`config.mk`:
```
export PLATFORM = sky130hd
export DESIGN_NAME = id_stage
export DESIGN_NICKNAME = d
export VERILOG_FILES = /design/src/rtl/id_stage.sv
export SDC_FILE = /design/constraint.sdc
export NUM_CORES = 1
export LEC_CHECK = 0
export BUFFER_PORTS_ARGS = -buffer_cell sky130_fd_sc_hd__buf_4
export CORE_MARGIN = 3
export CORE_UTILIZATION = 50
export CTS_BUF_LIST = sky130_fd_sc_hd__clkbuf_8
export DETAILED_ROUTE_END_ITERATION = 7
export PLACE_DENSITY = 0.69
export SLEW_MARGIN = 20
export SYNTH_ARGS = -nofsm -noshare
export SYNTH_HDL_FRONTEND = slang
export SYNTH_SLANG_ARGS = --single-unit
```
`constraint.sdc`:
```
create_clock -name clk -period 3.08 [get_ports clk]
set_input_delay 0.616 -clock clk [delete_from_list [all_inputs] [get_ports clk]]
set_output_delay 0.616 -clock clk [all_outputs]
set_load 0.005 [all_outputs]
```
`src/rtl/id_stage.sv`:
```
// Instruction-decode stage: decodes the IF/ID word, reads the register file,
// detects load-use hazards and drives the ID/EX pipeline register.
module id_stage #(
  parameter int DATA_W      = 16,
  parameter int NUM_REGS    = 16,
  parameter int STALL_CNT_W = 16
) (
  input  logic                   clk,
  input  logic                   reset_n,
  input  logic [31:0]            ifid_in,
  input  logic                   ifid_valid,
  input  logic                   flush,
  input  logic                   wb_en,
  input  logic [3:0]             wb_addr,
  input  logic [DATA_W-1:0]      wb_data,
  output logic                   pc_write_en,
  output logic                   ifid_write_en,
  output logic                   idex_valid,
  output logic [DATA_W-1:0]      idex_pc_plus2,
  output logic [DATA_W-1:0]      idex_op1,
  output logic [DATA_W-1:0]      idex_op2,
  output logic [DATA_W-1:0]      idex_imm,
  output logic [3:0]             idex_dest,
  output logic [3:0]             idex_alu_op,
  output logic                   idex_mem_read,
  output logic                   idex_mem_write,
  output logic                   idex_reg_write,
  output logic                   idex_branch,
  output logic                   illegal,
  output logic                   halted,
  output logic [STALL_CNT_W-1:0] stall_count
);

  localparam logic [3:0] OP_RTYPE = 4'b0000;
  localparam logic [3:0] OP_ADDI  = 4'b0001;
  localparam logic [3:0] OP_BEQ   = 4'b0100;
  localparam logic [3:0] OP_LW    = 4'b1000;
  localparam logic [3:0] OP_SW    = 4'b1011;
  localparam logic [3:0] OP_HALT  = 4'b1111;

  logic [DATA_W-1:0] regs [NUM_REGS];

  logic [15:0]       instr;
  logic [15:0]       pc_plus2;
  logic [3:0]        opc, ra, rb, fn;
  logic [DATA_W-1:0] rd_a, rd_b;

  assign instr    = ifid_in[15:0];
  assign pc_plus2 = ifid_in[31:16];
  assign opc      = instr[15:12];
  assign ra       = instr[11:8];
  assign rb       = instr[7:4];
  assign fn       = instr[3:0];

  // Write-through bypass lets WB and ID share a cycle without a hazard.
  assign rd_a = (wb_en && wb_addr == ra) ? wb_data : regs[ra];
  assign rd_b = (wb_en && wb_addr == rb) ? wb_data : regs[rb];

  always_ff @(posedge clk or negedge reset_n) begin
    if (!reset_n) begin
      for (int i = 0; i < NUM_REGS; i++) regs[i] <= '0;
    end else if (wb_en) begin
      regs[wb_addr] <= wb_data;
    end
  end

  logic              dec_legal, dec_halt, use_a, use_b;
  logic              dec_mr, dec_mw, dec_rw, dec_br;
  logic [DATA_W-1:0] dec_op1, dec_op2, dec_imm;
  logic [3:0]        dec_alu;

  always_comb begin
    dec_legal = 1'b1;
    dec_halt  = 1'b0;
    use_a     = 1'b0;
    use_b     = 1'b0;
    dec_mr    = 1'b0;
    dec_mw    = 1'b0;
    dec_rw    = 1'b0;
    dec_br    = 1'b0;
    dec_op1   = '0;
    dec_op2   = '0;
    dec_imm   = '0;
    dec_alu   = 4'b0000;
    unique case (opc)
      OP_RTYPE: begin
        use_a = 1'b1; use_b = 1'b1;
        dec_op1 = rd_a; dec_op2 = rd_b;
        dec_alu = fn; dec_rw = 1'b1;
      end
      OP_ADDI: begin
        use_a = 1'b1;
        dec_op1 = rd_a;
        dec_imm = {{(DATA_W-8){instr[7]}}, instr[7:0]};
        dec_rw = 1'b1;
      end
      OP_LW: begin
        use_b = 1'b1;
        dec_op1 = rd_b;
        dec_imm = {{(DATA_W-4){fn[3]}}, fn};
        dec_mr = 1'b1; dec_rw = 1'b1;
      end
      OP_SW: begin
        use_a = 1'b1; use_b = 1'b1;
        dec_op1 = rd_b; dec_op2 = rd_a;
        dec_imm = {{(DATA_W-4){fn[3]}}, fn};
        dec_mw = 1'b1;
      end
      OP_BEQ: begin
        use_a = 1'b1; use_b = 1'b1;
        dec_op1 = rd_a; dec_op2 = rd_b;
        dec_imm = {{(DATA_W-5){fn[3]}}, fn, 1'b0};
        dec_alu = 4'b0001; dec_br = 1'b1;
      end
      OP_HALT: dec_halt = 1'b1;
      default: dec_legal = 1'b0;
    endcase
  end

  logic hazard;

  assign hazard = ifid_valid && idex_valid && idex_mem_read &&
                  ((use_a && ra == idex_dest) || (use_b && rb == idex_dest));

  // Flush overrides a stall; reset releases it directly.
  assign pc_write_en   = !reset_n || flush || (!halted && !hazard);
  assign ifid_write_en = pc_write_en;

  // Every edge defaults to a bubble; only the normal-issue branch loads ID/EX.
  always_ff @(posedge clk or negedge reset_n) begin
    if (!reset_n) begin
      idex_valid     <= 1'b0;
      idex_pc_plus2  <= '0;
      idex_op1       <= '0;
      idex_op2       <= '0;
      idex_imm       <= '0;
      idex_dest      <= '0;
      idex_alu_op    <= '0;
      idex_mem_read  <= 1'b0;
      idex_mem_write <= 1'b0;
      idex_reg_write <= 1'b0;
      idex_branch    <= 1'b0;
      illegal        <= 1'b0;
      halted         <= 1'b0;
      stall_count    <= '0;
    end else begin
      idex_valid     <= 1'b0;
      idex_mem_read  <= 1'b0;
      idex_mem_write <= 1'b0;
      idex_reg_write <= 1'b0;
      idex_branch    <= 1'b0;
      if (flush || halted || !ifid_valid) begin
      end else if (hazard) begin
        if (stall_count != '1) stall_count <= stall_count + 1'b1;
      end else if (!dec_legal) begin
        illegal <= 1'b1;
      end else if (dec_halt) begin
        halted <= 1'b1;
      end else begin
        idex_valid     <= 1'b1;
        idex_pc_plus2  <= pc_plus2;
        idex_op1       <= dec_op1;
        idex_op2       <= dec_op2;
        idex_imm       <= dec_imm;
        idex_dest      <= ra;
        idex_alu_op    <= dec_alu;
        idex_mem_read  <= dec_mr;
        idex_mem_write <= dec_mw;
        idex_reg_write <= dec_rw;
        idex_branch    <= dec_br;
      end
    end
  end

endmodule

```
==> results.md, run 1 <==
* Mean number of vias per cell at 6.25
* Leading area contributor after synthesis: dfrtp_1
* Vias in the first global route at 12,500
* Post-synthesis simple-gate area fraction at 5.02%
* Fraction of layout cells with a size suffix above 1 at 49.2%
* Complex-gate fraction of the synthesized area at 6.55%
* Post-synth EDFFs at 0
* Port Buf Inserts at 153
* Largest net degree at the start of global routing at 104
* Routed wire per std cell at 24.9 um
* Nets at 1,502
* Mean post-synth cell area at 13.8 um^2
* Tcrit/Tclk final at 90.0%
* Slew Limit Headroom at 40.1%
* I/O pin total at 154
* Dpl hpwl at 32.6 mm
* GPL Wtd Cong at 0.819
* Synth async-reset ratio at 100%
* CP required at 2460 ps
* Initial antenna violation count at 0
* Status: completed
* Starting Density at 51.5%
* Synth area leaders: dfrtp_1 48%, mux2_2 17%, mux4_2 16%
* Vias post-DR at 12,200
* Most common cell in the netlist: dfrtp_1
* Cts repair resizes at 0
* DR pass1 iterations at 5
* Largest family of logic cells by synthesized area: multiplexers
* Syn Nets at 1,362
* Synth Area in XOR/XNOR at 1.55%
* Synthesis-to-layout area growth at 16.2%
* MaxCap Viol Count at 0
* Die W at 196 um
* Post-route cell area at 21,000 um^2
* Post-route antenna net violation count at 0
* CTS tree: built
* Crit path DAT at 2160 ps
* Postcts setup bufs at 0
* PD cells at 641 nW/um^2
* Fin. max-slew vios at 0
* Top-area cell type share of the netlist area at 47.6%
* Synth top cells by count: 343 x dfrtp_1, 277 x mux2_2, 128 x mux4_2
* Maximum VDD drop at 402 uV
* Post-Synthesis Cells at 1,304
* #FFs+latches synth at 343
* Layout Skew at 23.7 ps
* Setup tns final at 0 ps
* Netlist Area Pre-Place at 18,000 um^2
* Period minus WS final at 2770 ps
* Row Count at 68
* Max Freq at 0.361 GHz
* # fillers at 2,725
* GRT overflow at 0
* H-tree Lvls at 2
* Total GRT Usage at 25.5%
* Sink Count at 343
* Ys Warns at 0
* Dpl cell area at 19,700 um^2
* Drt total wl at 48.5 mm
* Yosys cell types at 51
* Crit-path max FO at 5
* Clk buf depth at 3
* Crit path kind: reg2out
* Die Height at 196 um
* CP Launch Type: flip-flop
* First-pass GRT wire length at 75.7 mm
* Worst setup EP type: output port
* Die Area at 38,400 um^2
* Clock slew at reported path FFs at 60 ps
* Hold WC Path Type: in2reg
* Core Box Area at 35,100 um^2
* 1st-iter DRT viols at 998
* Most used DFF post-synth: dfrtp_1
* # setup viols final at 0
* # DRC at 0
* Final core utilization at 59.8%
* Post-synthesis mux area share at 35.0%
* Unrepaired setup endpoints after global routing: false
* Slew @ Worst Pin at 899 ps
* Pleak at 9.11 nW
* Post-synthesis sequential area ratio at 47.6%
* Endpoints failing hold at 0
* Num CTS Buffers at 57
* Post-synthesis adder-cell area fraction at 0.0694%
* N_diodes at 0
* Clock latency at the later pin of the worst-skew pair at 620 ps
* Root buffer cell: clkbuf_8
-- registers in the layout, summed over array words and instances, names as in the netlist --
name            cells
idex_op2           16
idex_valid          1
halted              1
idex_reg_write      1
idex_imm            8
idex_alu_op         4
idex_mem_write      1
idex_branch         1
regs              256
idex_dest           4
idex_op1           16
illegal             1
idex_mem_read       1
idex_pc_plus2      16
stall_count        16
-- metal layers --
metal	up-vias	share of wire [%]	wire length [um]	track usage, %
met5	-	0	0	0
met4	0	2.1	1020	6.60
met3	82	8.0	3880	6.29
met2	496	49	23700	41.9
met1	6357	41	19900	34.2
li1	5220	-	-	-
-- critical path, stage by stage (launching register included) --
cell and delay, ps:
dfrtp_1 430, xnor2_1 190, nand4_1 130, o22a_1 300
nor2_1 220, o21ai_0 130, buf_4 150
-- layout make-up --
cell class,instances,area [um^2],area share (%)
multi-input combinational,819,8740,41.7
clock inverter,32,223,1.06
sequential,343,8580,40.9
timing repair buffer,221,1820,8.68
clock buffer,74,1020,4.86
inverter,2,7.51,0.0358
tap,455,569,2.72
-- worst paths after layout --
| kind | from | to | slack [ps] | depth (start not counted) |
|---|---|---|---|---|
| max | idex_dest[0] | pc_write_en | 310 | 6 |
| min reg2reg | idex_imm[2] | idex_imm[2] | 480 | 2 |
| max reg2reg | idex_dest[0] | stall_count[1] | 890 | 5 |
| min in group asynchronous | reset_n | regs[127] | 510 | 2 |
| max in group asynchronous | reset_n | regs[72] | 1410 | 3 |
| min | ifid_in[24] | idex_pc_plus2[8] | 230 | 2 |
-- logic make-up (layout without fill, tap and decap cells) --
| group | count (synthesis) | count (layout) |
|---|---|---|
| AND/OR/NAND/NOR | 186 | 186 |
| multiplexers | 437 | 437 |
| XOR/XNOR | 32 | 32 |
| AO/OA/AOI/OAI | 163 | 163 |
| adder cells (fa/ha/maj) | 1 | 1 |
| buffers and inverters | 142 | 329 |
| flip-flops | 343 | 343 |
-- layout by cell type, fill, tap and decap left out, types with 2 or more instances in the layout --
cell type and count:
mux4_2 128, nor3b_1 2, o21bai_1 3, clkbuf_8 74
clkinvlp_4 2, nor2b_1 7, and2_1 6, xor2_1 7
nand2_1 74, inv_1 16, a32oi_1 3, xnor2_1 25
o21ai_1 14, a211o_1 16, dfrtp_1 343, nor2_1 25
and3_1 6, a221oi_1 16, a22oi_1 64, mux2_2 277
o21ai_0 17, nand4_1 13, nor2_2 9, and4_1 2
nor4_1 2, nand3_1 5, nand3b_1 2, a21oi_1 21
nand2b_1 9, bufinv_16 3, buf_12 12, buf_4 207
mux2i_1 32, nor3_1 17, clkinv_2 13
-- timing repair --
action,in CTS,in global routing
endpoints found under the setup margin,0,0
hold buffers,1,0
hold endpoints to repair,38,0
-- power breakdown --
| group | switching, mW | total (mW) | internal (mW) |
|---|---|---|---|
| sequential | 0.665 | 6.12 | 5.46 |
| clock | 1.87 | 4.27 | 2.41 |
| combinational | 1.19 | 3.04 | 1.85 |
-- stage by stage --
step | power, mW | setup WS [ps] | hold WS, ps | instances
3_3_place_gp | 9.07 | 358 | 467 | 1839
6_report | 13.4 | 308 | 225 | 1946
5_1_grt | 14.1 | 145 | 213 | 1946
3_5_place_dp | 9.22 | 347 | 472 | 1839
2_1_floorplan | 8.12 | 664 | 320 | 1304
4_1_cts | 13.5 | 261 | 196 | 1946
Power figures use the tool's default switching activity.
==> inputs of run 2 (changes only) <==
--- a/config.mk
+++ b/config.mk
@@ -11,6 +11,7 @@
 export CTS_BUF_LIST = sky130_fd_sc_hd__clkbuf_8
 export DETAILED_ROUTE_END_ITERATION = 7
 export PLACE_DENSITY = 0.69
+export RECOVER_POWER = 100
 export SLEW_MARGIN = 20
 export SYNTH_ARGS = -nofsm -noshare
 export SYNTH_HDL_FRONTEND = slang
==> run 2 against run 1 <==
Net effect:
- the run now ends with capacitance limit, slew limit left
- global-route usage did not move
- non-clock buffer count did not move
- count of clock-buffer cells in the layout did not move
- critical path depth rose by 1
- flip-flop and latch count did not move
- register-to-register slack got worse by 510 ps
- maximum frequency fell by 0.10%
- combinational power fell by 2%
- hold slack improved by 1.0 ps
- total power fell by 0.63%
- die area did not move
- largest cell class unchanged
==> results.md, run 2 (synthesis gave the netlist of run 1 again) <==
* Status: complete, but fails checks
* Failing checks: capacitance limit, slew limit
* Post-route antenna net violation count at 0 (unchanged)
* Vias in the first global route at 12,500 (unchanged)
* Pleak at 8.83 nW (-3.0%)
* Num CTS Buffers at 57 (unchanged)
* Port Buf Inserts at 153 (unchanged)
* Slew Limit Headroom at -5.98% (-46 points)
* Setup tns final at 0 ps (unchanged)
* N_diodes at 0 (unchanged)
* Dpl hpwl at 32.6 mm (unchanged)
* CP required at 2460 ps (about the same)
* Fin. max-slew vios at 66 (+66)
* # setup viols final at 0 (unchanged)
* Largest net degree at the start of global routing at 104 (unchanged)
* H-tree Lvls at 2 (unchanged)
* PD cells at 646 nW/um^2 (+0.82%)
* Crit-path max FO at 7 (+2)
* Largest Register: regs
* Tot Pwr at 13.4 mW (-0.63%)
* Layout Cells excl Fill at 1,946 (unchanged)
* Clock slew at reported path FFs at 60 ps (about the same)
* Worst setup EP type: output port
* # DRC at 0 (unchanged)
* # fillers at 2,808 (+3.0%)
* Clk buf depth at 3 (unchanged)
* Mean number of vias per cell at 6.24 (about the same)
* CP Launch Type: input port
* Unrepaired setup endpoints after global routing: false
* MaxCap Viol Count at 1 (+1)
* Sink Count at 343 (unchanged)
* Fraction of layout cells with a size suffix above 1 at 44.9% (-4.3 points)
* Row Count at 68 (unchanged)
* Vias post-DR at 12,100 (-0.099%)
* Hold WC Path Type: in2reg
* Crit path DAT at 2160 ps (about the same)
* CTS tree: built
* Commonest non-fill, non-tap cell in the layout: dfrtp_1
* Multi-input logic area at 8710 um^2 (-0.42%)
* Nets at 1,502 (unchanged)
* Starting Density at 51.5% (unchanged)
* GRT overflow at 0 (unchanged)
* Crit path kind: in2out
* Die W at 196 um (unchanged)
* I/O pin total at 154 (unchanged)
* Maximum VDD drop at 397 uV (-1.1%)
* Slew @ Worst Pin at 1590 ps (+691 ps)
* Number of flip-flops in the largest register at 256 (unchanged)
* Postcts setup bufs at 0 (unchanged)
* Cts repair resizes at 0 (unchanged)
* Tcrit/Tclk final at 90.1% (+0.092 points)
* Synthesis-to-layout area growth at 14.5%
* Drt total wl at 48.5 mm (about the same)
* Die Area at 38,400 um^2 (unchanged)
* Layout Skew at 25.3 ps (+1.58 ps)
* Routed wire per std cell at 24.9 um (about the same)
* Period minus WS final at 2770 ps (+2.82 ps)
* Max Freq at 0.360 GHz (-0.10%)
* 1st-iter DRT viols at 1,022 (+2.4%)
* First-pass GRT wire length at 75.7 mm (unchanged)
* Root buffer cell: clkbuf_8
* GPL Wtd Cong at 0.819 (unchanged)
* Initial antenna violation count at 0 (unchanged)
* Total GRT Usage at 25.5% (unchanged)
* DR pass1 iterations at 5 (unchanged)
* Cell count after placement at 1,839 (unchanged)
* Seq. cell area at 8580 um^2 (unchanged)
* Die Height at 196 um (unchanged)
* Commonest non-fill, non-tap cells in the layout: 343 x dfrtp_1, 277 x mux2_2, 128 x mux4_2
* Clock latency at the later pin of the worst-skew pair at 620 ps (about the same)
* Hold buffer count at CTS at 1 (unchanged)
* Endpoints failing hold at 0 (unchanged)
* Core Box Area at 35,100 um^2 (unchanged)
==> run 2: cell count changes in the layout (fill, tap and decap cells not counted), sizes merged <==
cell,delta
buf,-132
clkbuf,+132
==> run 2: layout make-up <==
| class | instances | share of cell area, % |
|---|---|---|
| multi-input combinational | 819 | 42.1 |
| sequential | 343 | 41.5 |
| timing repair buffer | 221 | 7.52 |
| clock buffer | 74 | 4.93 |
| tap | 455 | 2.76 |
| clock inverter | 32 | 1.08 |
| inverter | 2 | 0.0363 |
==> run 2: layer usage <==
metal	track usage, %	share of wire (%)
met5	0	0
met4	6.60	1.9
met3	6.29	7.7
met2	41.9	49
met1	34.2	41
==> run 2: through the flow <==
step	cell area, um^2	setup WS (ps)	util (%)	hold WS [ps]
after floorplan	18000	664	-	320
after global placement	19700	358	56.2	467
after detailed placement	19700	347	56.2	472
after CTS	21000	261	59.8	196
after global routing	20700	89.2	58.9	213
final	20700	305	58.9	226
==> run 2: report_power, final <==
part / switching, mW / internal [mW] / total (mW)
Clock: 1.86 / 2.41 / 4.27
Combinational: 1.19 / 1.78 / 2.97
Sequential: 0.661 / 5.46 / 6.12
==> run 2: path summary, 6_finish.rpt <==
check,from,end,slack (ps),cells after the start
min,ifid_in[24],idex_pc_plus2[8],230,2
min in group asynchronous,reset_n,regs[132],500,2
max,ifid_in[8],pc_write_en,310,7
max in group asynchronous,reset_n,regs[72],710,3
max reg2reg,idex_dest[0],idex_op1[0],380,7
min reg2reg,idex_imm[2],idex_imm[2],480,2
==> run 2: critical path: stages <==
cell	delay, ps
clkbuf_1	500
xnor2_1	190
nand4_1	120
o22a_1	250
nor2_1	200
o21ai_0	130
buf_4	150
==> inputs of run 3 (changes only) <==
--- a/config.mk
+++ b/config.mk
@@ -6,6 +6,7 @@
 export NUM_CORES = 1
 export LEC_CHECK = 0
 export BUFFER_PORTS_ARGS = -buffer_cell sky130_fd_sc_hd__buf_4
+export CORE_ASPECT_RATIO = 1.5
 export CORE_MARGIN = 3
 export CORE_UTILIZATION = 50
 export CTS_BUF_LIST = sky130_fd_sc_hd__clkbuf_8
==> run 3 against run 2 <==
Net effect:
- the flow still finishes with violations (capacitance limit, slew limit)
- clock skew up 3.9 ps
- die area up 0.12%
- cell count up 0.72%
- sequential share of layout area up 0.18 points
- utilization down 0.69 points
- final area down 0.43%
- global-route usage up 1.8 points
- flip-flop and latch count unchanged
- total power down 3.5%
- wire length up 7.7%
- hold slack worse by 5.5 ps
- largest cell class unchanged
==> results.md, run 3 (synthesis gave the netlist of run 1 again) <==
* MaxCap Viol Count at 10 (+9)
* Max Freq at 0.353 GHz (-2.1%)
* Status: complete, but fails checks
* Drt total wl at 52.2 mm (+7.7%)
* Fraction of layout cells with a size suffix above 1 at 44.6% (-0.29 points)
* Crit-path max FO at 5 (-2)
* CP Launch Type: flip-flop
* Largest Register: regs
* Met2 Wirelength at 26.6 mm (+11%)
* Number of flip-flops in the largest register at 256 (unchanged)
* Commonest non-fill, non-tap cell in the layout: dfrtp_1
* Pleak at 8.79 nW (-0.50%)
* DR pass1 iterations at 5 (unchanged)
* Vias in the first global route at 12,800 (+2.9%)
* Initial antenna violation count at 2 (+2)
* CP Launch Point: idex_dest[0]
* Largest net degree at the start of global routing at 146 (+40%)
* Sink Count at 343 (unchanged)
* Setup tns final at 0 ps (unchanged)
* Top routing layer used: met4
* Psw at 3.71 mW (-0.11%)
* # DRC at 0 (unchanged)
* 1st-iter DRT viols at 971 (-5.0%)
* Slew @ Worst Pin at 1770 ps (+179 ps)
* Root buffer cell: clkbuf_8
* Seq. cell area at 8580 um^2 (unchanged)
* Fin. max-slew vios at 226 (+240%)
* Pre-CTS setup slack at 214 ps (-133 ps)
* CP max-delay cell: dfrtp_1
* GRT overflow at 0 (unchanged)
* CP delay by family, top: flip-flops
* Tcrit/Tclk final at 92.0% (+1.9 points)
* Post-route antenna net violation count at 0 (unchanged)
* Layout Cells excl Fill at 1,960 (+0.72%)
* Maximum VDD drop at 443 uV (+12%)
* Hold WC Path Type: in2reg
* CP required at 2460 ps (about the same)
* Crit path buf inv count at 1 (-1)
* Endpoints failing hold at 0 (unchanged)
* Multi-input logic area at 8720 um^2 (+0.20%)
* Core Box Area at 35,300 um^2 (+0.74%)
* PD cells at 626 nW/um^2 (-3.1%)
* Vias post-DR at 12,400 (+2.1%)
* # setup viols final at 0 (unchanged)
* Die Area at 38,400 um^2 (+0.12%)
* WL met3 at 3.05 mm (-19%)
* Cell count after placement at 1,860 (+1.1%)
* Hold path startpoint: ifid_in[31]
* Dpl hpwl at 34.4 mm (+5.4%)
* Setup WS post-layout at 245 ps (-59.8 ps)
* Crit path kind: reg2out
* Num CTS Buffers at 54 (-5.3%)
* Commonest non-fill, non-tap cells in the layout: 343 x dfrtp_1, 277 x mux2_2, 128 x mux4_2
* Port Buf Inserts at 153 (unchanged)
* Nets at 1,502 (unchanged)
* Clk pwr share at 29.2% (-2.7 points)
* Crit path DAT at 2220 ps (+60 ps)
* H-tree Lvls at 2 (unchanged)
* Clk buf depth at 3 (unchanged)
* P_int at 9.18 mW (-4.8%)
* Unrepaired setup endpoints after global routing: false
* Slew Limit Headroom at -17.9% (-12 points)
* Total GRT Usage at 27.2% (+1.8 points)
* First-pass GRT wire length at 79.0 mm (+4.4%)
* Crit path cell chain: xnor2_1 -> nand4_1 -> o22a_1 -> nor2_1 -> o21ai_0 -> buf_4
* Row Count at 84 (+24%)
* I/O pin total at 154 (unchanged)
* Synthesis-to-layout area growth at 14.1%
* Die W at 161 um (-18%)
* Layout Skew at 29.2 ps (+3.86 ps)
* Starting Density at 51.1% (-0.38 points)
* RR Startpoint: idex_dest[0]
* # fillers at 2,950 (+5.1%)
* Share of total power in combinational logic at 23.0% (+0.8 points)
* Mean number of vias per cell at 6.33 (+1.4%)
* GPL Wtd Cong at 0.835 (+1.9%)
* Worst setup EP type: output port
* Failing checks: capacitance limit, slew limit
* Sequential share of power at 47.8% (+2.0 points)
* Period minus WS final at 2830 ps (+59.8 ps)
* Clock latency at the later pin of the worst-skew pair at 630 ps (about the same)
* CTS tree: built
* Die Height at 239 um (+22%)
* Routed wire per std cell at 26.6 um (+6.9%)
* Routed metal-1 wire length at 19.9 mm (-0.54%)
* Switching Share at 28.7% (+0.98 points)
* Delay of the slowest critical-path stage at 450 ps (-50 ps)
* Clock slew at reported path FFs at 60 ps (about the same)
## run 3: changes by cell type in the layout (fill, tap and decap cells not counted), moves of 3 or more
cell       change
clkinv_2       -9
inv_1          +9
buf_4          +8
clkbuf_8       -8
nor2_1         -7
nor2_2         +7
clkbuf_4       -6
bufinv_16      -3
## run 3: area by class of cell
type	count	share of cell area (%)
Multi-Input combinational cell	819	42.4
Antenna cell	2	0.0243
Clock inverter	31	0.718
Inverter	2	0.0365
Clock buffer	66	4.42
Sequential cell	343	41.7
Tap cell	473	2.88
Timing Repair Buffer	224	7.80
## run 3: path summary, 6_finish.rpt
check	to	slack, ps	cells after the start
worst max register to register	idex_op1[11]	430	7
max in group asynchronous	regs[25]	540	3
worst min-delay path	idex_pc_plus2[15]	220	2
worst max-delay path	ifid_write_en	250	6
worst min register to register	idex_op2[1]	480	2
min in group asynchronous	regs[229]	480	2
## run 3: power by group through the flow
stage               clock network [mW]  registers [mW]  logic, mW
global placement                     0            6.14       2.97
CTS                               3.84            6.13       3.06
floorplan                            0            5.98       2.14
global route                      4.05            6.27       3.19
finish                            3.76            6.16       2.97
detailed placement                   0            6.21       3.05
## run 3: per-layer routing
layer	vias to the layer above	global-route usage, %
met5	-	0
met4	0	13.7
met3	149	4.56
met2	516	45.7
met1	6518	34.3
li1	5217	-
## run 3: per-stage QoR
step	area, um^2	utilization (%)	power (mW)	hold WS (ps)
floorplan	18000	-	8.12	320
finish	20600	58.3	12.9	221
detailed placement	19800	55.9	9.26	471
global route	20600	58.3	13.5	191
CTS	20800	59.0	13.0	181
global placement	19800	55.9	9.11	464
## run 3: what timing repair did
item / CTS / global route
hold endpoints to repair: 40 / 0
hold buffers: 1 / 0
setup buffers: 0 / 0
resized for setup: 0 / 0
